==> src/rtl/regfile_pkg.sv <==
// Shared defaults and helpers for the scoreboarded register file.
package regfile_pkg;

  localparam int unsigned DEF_DATA_W = 32;
  localparam int unsigned DEF_ADDR_W = 5;
  localparam int unsigned REG_ZERO   = 0;

  // LSB of port 'port' inside a flat bus of 'width'-bit lanes.
  function automatic int unsigned rd_lsb(input int unsigned port, input int unsigned width);
    return port * width;
  endfunction

endpackage

==> src/rtl/rf_pend_ctr.sv <==
// Saturating up/down in-flight write counter for one register.
module rf_pend_ctr #(
  parameter int unsigned PEND_W = 2
) (
  input  logic              clk,
  input  logic              reset,
  input  logic              inc,
  input  logic              dec,
  output logic [PEND_W-1:0] cnt,
  output logic              full_c,
  output logic              nz_after_dec_c
);

  localparam logic [PEND_W-1:0] MAX = '1;

  always_ff @(posedge clk) begin
    if (reset) begin
      cnt <= '0;
    end else if (inc && !dec && (cnt != MAX)) begin
      cnt <= cnt + PEND_W'(1);
    end else if (dec && !inc && (cnt != '0)) begin
      cnt <= cnt - PEND_W'(1);
    end
  end

  assign full_c = (cnt == MAX);

  // Still outstanding once this cycle's writeback (if any) retires.
  assign nz_after_dec_c = (cnt > PEND_W'(1)) || ((cnt == PEND_W'(1)) && !dec);

endmodule

==> src/rtl/regfile_sb.sv <==
// Multi-port register file with write-to-read bypass and per-register
// in-flight write counters for RAW hazard detection at decode.
module regfile_sb
  import regfile_pkg::*;
#(
  parameter int unsigned DATA_W   = DEF_DATA_W,
  parameter int unsigned ADDR_W   = DEF_ADDR_W,
  parameter int unsigned NUM_RD   = 2,
  parameter int unsigned PEND_W   = 2,
  parameter bit          ZERO_REG = 1'b1
) (
  input  logic                     clk,
  input  logic                     reset,
  input  logic [NUM_RD*ADDR_W-1:0] adr,
  output logic [NUM_RD*DATA_W-1:0] ReadData,
  output logic [NUM_RD-1:0]        rd_pending,
  input  logic                     issue_valid,
  input  logic [ADDR_W-1:0]        issue_adr,
  output logic                     issue_ready,
  input  logic                     RegWrite,
  input  logic [ADDR_W-1:0]        writeadr,
  input  logic [DATA_W-1:0]        WriteData
);

  localparam int unsigned DEPTH = 2 ** ADDR_W;

  logic [DATA_W-1:0] mem [DEPTH];
  logic [PEND_W-1:0] cnt [DEPTH];
  logic [DEPTH-1:0]  inc;
  logic [DEPTH-1:0]  dec;
  logic [DEPTH-1:0]  full_c;
  logic [DEPTH-1:0]  nz_c;
  logic              issue_fire;
  logic              wr_drop;

  assign wr_drop     = ZERO_REG && (writeadr == ADDR_W'(REG_ZERO));
  assign issue_ready = !reset && !full_c[issue_adr];
  assign issue_fire  = issue_valid && issue_ready;

  // Storage: clock-edge write, zero register writes discarded.
  always_ff @(posedge clk) begin
    if (reset) begin
      for (int i = 0; i < int'(DEPTH); i++) begin
        mem[i] <= '0;
      end
    end else if (RegWrite && !wr_drop) begin
      mem[writeadr] <= WriteData;
    end
  end

  for (genvar r = 0; r < int'(DEPTH); r++) begin : g_ctr
    // Issues to the hardwired zero register are accepted but never counted.
    assign inc[r] = issue_fire && (issue_adr == ADDR_W'(r))
                    && !(ZERO_REG && (ADDR_W'(r) == ADDR_W'(REG_ZERO)));
    assign dec[r] = RegWrite && (writeadr == ADDR_W'(r)) && (cnt[r] != '0);

    rf_pend_ctr #(
      .PEND_W (PEND_W)
    ) u_ctr (
      .clk            (clk),
      .reset          (reset),
      .inc            (inc[r]),
      .dec            (dec[r]),
      .cnt            (cnt[r]),
      .full_c         (full_c[r]),
      .nz_after_dec_c (nz_c[r])
    );
  end

  for (genvar p = 0; p < int'(NUM_RD); p++) begin : g_rd
    logic [ADDR_W-1:0] a;
    logic              is_zero;
    logic              byp;

    assign a       = adr[rd_lsb(p, ADDR_W) +: ADDR_W];
    assign is_zero = ZERO_REG && (a == ADDR_W'(REG_ZERO));
    assign byp     = RegWrite && (writeadr == a);

    // Reset forces zeros; the bypass covers a write landing this cycle.
    assign ReadData[rd_lsb(p, DATA_W) +: DATA_W] =
      (reset || is_zero) ? '0 : (byp ? WriteData : mem[a]);
    assign rd_pending[p] = !reset && !is_zero && nz_c[a];
  end

endmodule
==> config.mk <==
export PLATFORM = sky130hd
export DESIGN_NAME = regfile_sb
export DESIGN_NICKNAME = d
export VERILOG_FILES = /design/src/rtl/regfile_pkg.sv /design/src/rtl/rf_pend_ctr.sv /design/src/rtl/regfile_sb.sv
export SDC_FILE = /design/constraint.sdc
export NUM_CORES = 2
export LEC_CHECK = 0
export CELL_PAD_IN_SITES_DETAIL_PLACEMENT = 0
export CELL_PAD_IN_SITES_GLOBAL_PLACEMENT = 1
export CORE_MARGIN = 2
export CORE_UTILIZATION = 30
export DETAILED_ROUTE_END_ITERATION = 10
export PLACE_DENSITY = 0.58
export RECOVER_POWER = 25
export SLEW_MARGIN = 10
export SYNTH_ARGS = -nofsm -noshare
export SYNTH_HDL_FRONTEND = slang
export SYNTH_HIERARCHICAL = 1
export SYNTH_SLANG_ARGS = --single-unit
export TNS_END_PERCENT = 20
==> constraint.sdc <==
create_clock -name clk -period 5 [get_ports clk]
set_input_delay 1 -clock clk [delete_from_list [all_inputs] [get_ports clk]]
set_output_delay 1 -clock clk [all_outputs]
set_load 0.05 [all_outputs]
==> impl_metrics.toml <==
[critical_path]
r2r_setup_slack_ns = 1.52
cp.arrival_ns = 5.41
setup.worst_path.class = "input pin to flip-flop"
critPathLaunchType = "input pin"
crit_required_ns = 5.40
path_max_fanout = 29
end_kind = "flip-flop"

[sta]
fin_crit_ns = 5.009
fin_ws_ns = -0.008513
post-route-period-util_pct = 100.2
setup_viol = 11
hold_viol = 0
skew_ns = 0.02445
tightest_slew_ns = 2.698
slew_violations = 277
max_freq_ghz = 0.1997
max_slew_margin_pct = -79.85

[yosys]
syn-instance-count = 4633
syn-cell-area_um2 = 62890
synth_enable_flop_cells = 1024
synth_top_cell_area_share_pct = 48.89
async_flop_share_pct = 0
ys_ff_latch = 1088
ys_types = 54
ys_top_cells_by_count = "edfxtp_1 (1,024), and2_1 (993), mux4_2 (472)"
synth_warnings = 6
yosysMostFrequentCell = "edfxtp_1"
synth.avg_cell_area_um2 = 13.57
synth_area_leaders = "edfxtp_1 (49%), mux4_2 (17%), and2_1 (9.9%)"
yosysSeqAreaShare_pct = 50.93
synth_flop_cell = "edfxtp_1"
synth_top_area_cell = "edfxtp_1"

[layout]
fin_cells = 7775
finalNetCount = 5008
finalCoreUtilization_pct = 35.64
drive_gt1_share_pct = 26.85
area_growth_pct = 18.41

[global_route]
grt_pass1_wl_um = 338500
grt_max_degree = 79
antenna_found_initial = 25
grt_pass1_vias = 42725
overflow = 0
grt_usage_pct = 22.68

[clocking]
clock-sinks = 1088
h-tree-depth = 3
path_clk_slew_ns = 0.06
clk_latency_ns = 0.78
numCtsBuffers = 121
clock-root-buffer = "clkbuf_16"
clockBufferDepth = 3
cts_tree = "yes"

[power_and_ir_drop]
power.total_uw = 23260
powerDensity_nw_per_um2 = 312.4
leakagePower_uw = 0.02577
ir_drop_v = 0.0003014

[placed_design]
place_inst = 7535
globalplace.congestion = 0.8292
hpwl_um = 156300
io_buffers = 122

[hold_path]
min_path_type = "flip-flop to flip-flop"

[floorplanning]
io_pins = 123
die_w_um = 461.9
die_h_um = 461.9
die_area_um2 = 213300
core-area_um2 = 208900
num_rows = 168
initial_core_util_pct = 30.10

[route]
antenna_left = 0
drt_iter0_markers = 4578
vias = 42305
drt-wirelength-per-cell_um = 31.37
avgViaCountPerCell = 5.441
first_pass_iters = 5
drc = 0
routed_wl_um = 243900

[run_status]
status = "finished with violations"
violations = "max-capacitance violations, max-slew violations, negative setup slack"

[job]
drv_cap = 11
==> where the power goes <==
part / leakage [µW] / switching [µW] / internal [µW]
sequential: 0.0103 / 243 / 10400
clock: 0.00195 / 4000 / 5200
combinational: 0.0135 / 1950 / 1410
total: 0.0258 / 6200 / 17100
==> placed cells by master (no fill, tap or decap), types with 31 or more instances in the layout <==
| cell | netlist | routed |
|---|---|---|
| conb_1 | 1 | 38 |
| mux2_2 | 32 | 32 |
| ha_1 | 96 | 96 |
| nand2_1 | 67 | 63 |
| buf_12 | 0 | 119 |
| nor3_1 | 51 | 45 |
| a31oi_1 | 39 | 39 |
| nor2_4 | 0 | 31 |
| nand2b_1 | 78 | 76 |
| and2_1 | 993 | 969 |
| o22ai_1 | 48 | 48 |
| dfxtp_1 | 64 | 64 |
| a21oi_1 | 126 | 120 |
| nor3b_2 | 64 | 63 |
| nor4bb_1 | 32 | 32 |
| clkdlybuf4s50_1 | 0 | 40 |
| a32o_1 | 47 | 47 |
| nor2_1 | 196 | 152 |
| inv_1 | 65 | 65 |
| o221ai_1 | 37 | 37 |
| mux2i_1 | 234 | 233 |
| o211ai_1 | 94 | 94 |
| a211oi_1 | 48 | 48 |
| and3_1 | 33 | 33 |
| edfxtp_1 | 1024 | 1024 |
| buf_4 | 9 | 273 |
| o21a_2 | 32 | 32 |
| mux4_2 | 472 | 472 |
| nor3_2 | 32 | 35 |
| clkbuf_16 | 0 | 122 |
| nor2b_1 | 41 | 36 |
==> state kept, by name, indices dropped and copies added (netlist names) <==
name,cells
g_ctr.u_ctr/cnt,64
mem,1024
==> layout make-up <==
| cell class | count | area, µm² |
|---|---|---|
| Antenna cell | 12 | 30.03 |
| Clock buffer | 142 | 3148 |
| Clock inverter | 83 | 825.8 |
| Fill cell | 20112 | 134500 |
| Inverter | 66 | 247.7 |
| Multi-Input combinational cell | 3098 | 29490 |
| Sequential cell | 1088 | 32030 |
| Tap cell | 2805 | 3510 |
| Timing Repair Buffer | 481 | 5187 |
==> final timing paths <==
kind              depth (start not counted)              startpoint                      to
setup / recovery                          4                   reset             mem[22][10]
hold / removal                            2  g_ctr[27].u_ctr/cnt[0]  g_ctr[27].u_ctr/cnt[0]
setup reg to reg                         10   g_ctr[0].u_ctr/cnt[0]   g_ctr[1].u_ctr/cnt[0]
hold reg to reg                           2  g_ctr[27].u_ctr/cnt[0]  g_ctr[27].u_ctr/cnt[0]
==> per-layer routing <==
layer,global-route usage (%),vias to the layer above,wire length (µm)
met3,3.650,422,16210
met2,37.48,1642,117100
met4,10.26,10,11850
li1,-,18121,-
met5,0,-,71
met1,29.21,22110,98680
==> worst max-delay path: stages <==
cell and delay [ns]:
buf_6 0.29, clkbuf_1 1.82, or2_0 1.50, clkbuf_2 0.73
==> per-stage QoR <==
| stage | setup WS, ns | hold slack, ns | TNS, ns | instance area, µm² |
|---|---|---|---|---|
| 2_1_floorplan | 0.3840 | 0.5698 | 0 | 63030 |
| 3_3_place_gp | -0.1336 | 0.6015 | -0.1336 | 70450 |
| 3_5_place_dp | -0.1662 | 0.6100 | -0.1662 | 70450 |
| 4_1_cts | 0.0006928 | 0.6242 | 0 | 74500 |
| 6_report | -0.008513 | 0.6228 | -0.04431 | 74470 |
| 5_1_grt | -0.00009326 | 0.6683 | -0.00009326 | 74450 |
==> timing repair <==
| item | CTS | global route |
|---|---|---|
| setup buffers | 0 | 3 |
| gates resized for setup | 22 | 35 |
| endpoints found under the hold margin | 0 | 0 |
| hold buffers | 0 | 0 |
| pin swaps | 3 | 11 |
| setup endpoints to repair | 1 | 1 |
==> logic make-up after synthesis <==
| group | count (synthesis) | synth area share [%] |
|---|---|---|
| buffers and inverters | 484 | 3.080 |
| adders and majority gates | 96 | 1.910 |
| AOI/OAI and AO/OA | 580 | 6.563 |
| muxes | 738 | 21.20 |
| other | 1 | 0.005963 |
| DFF | 1088 | 50.93 |
| and+or+nand+nor | 1636 | 16.17 |
| xor gates and xnor gates | 10 | 0.1393 |
Power figures use the tool's default switching activity.
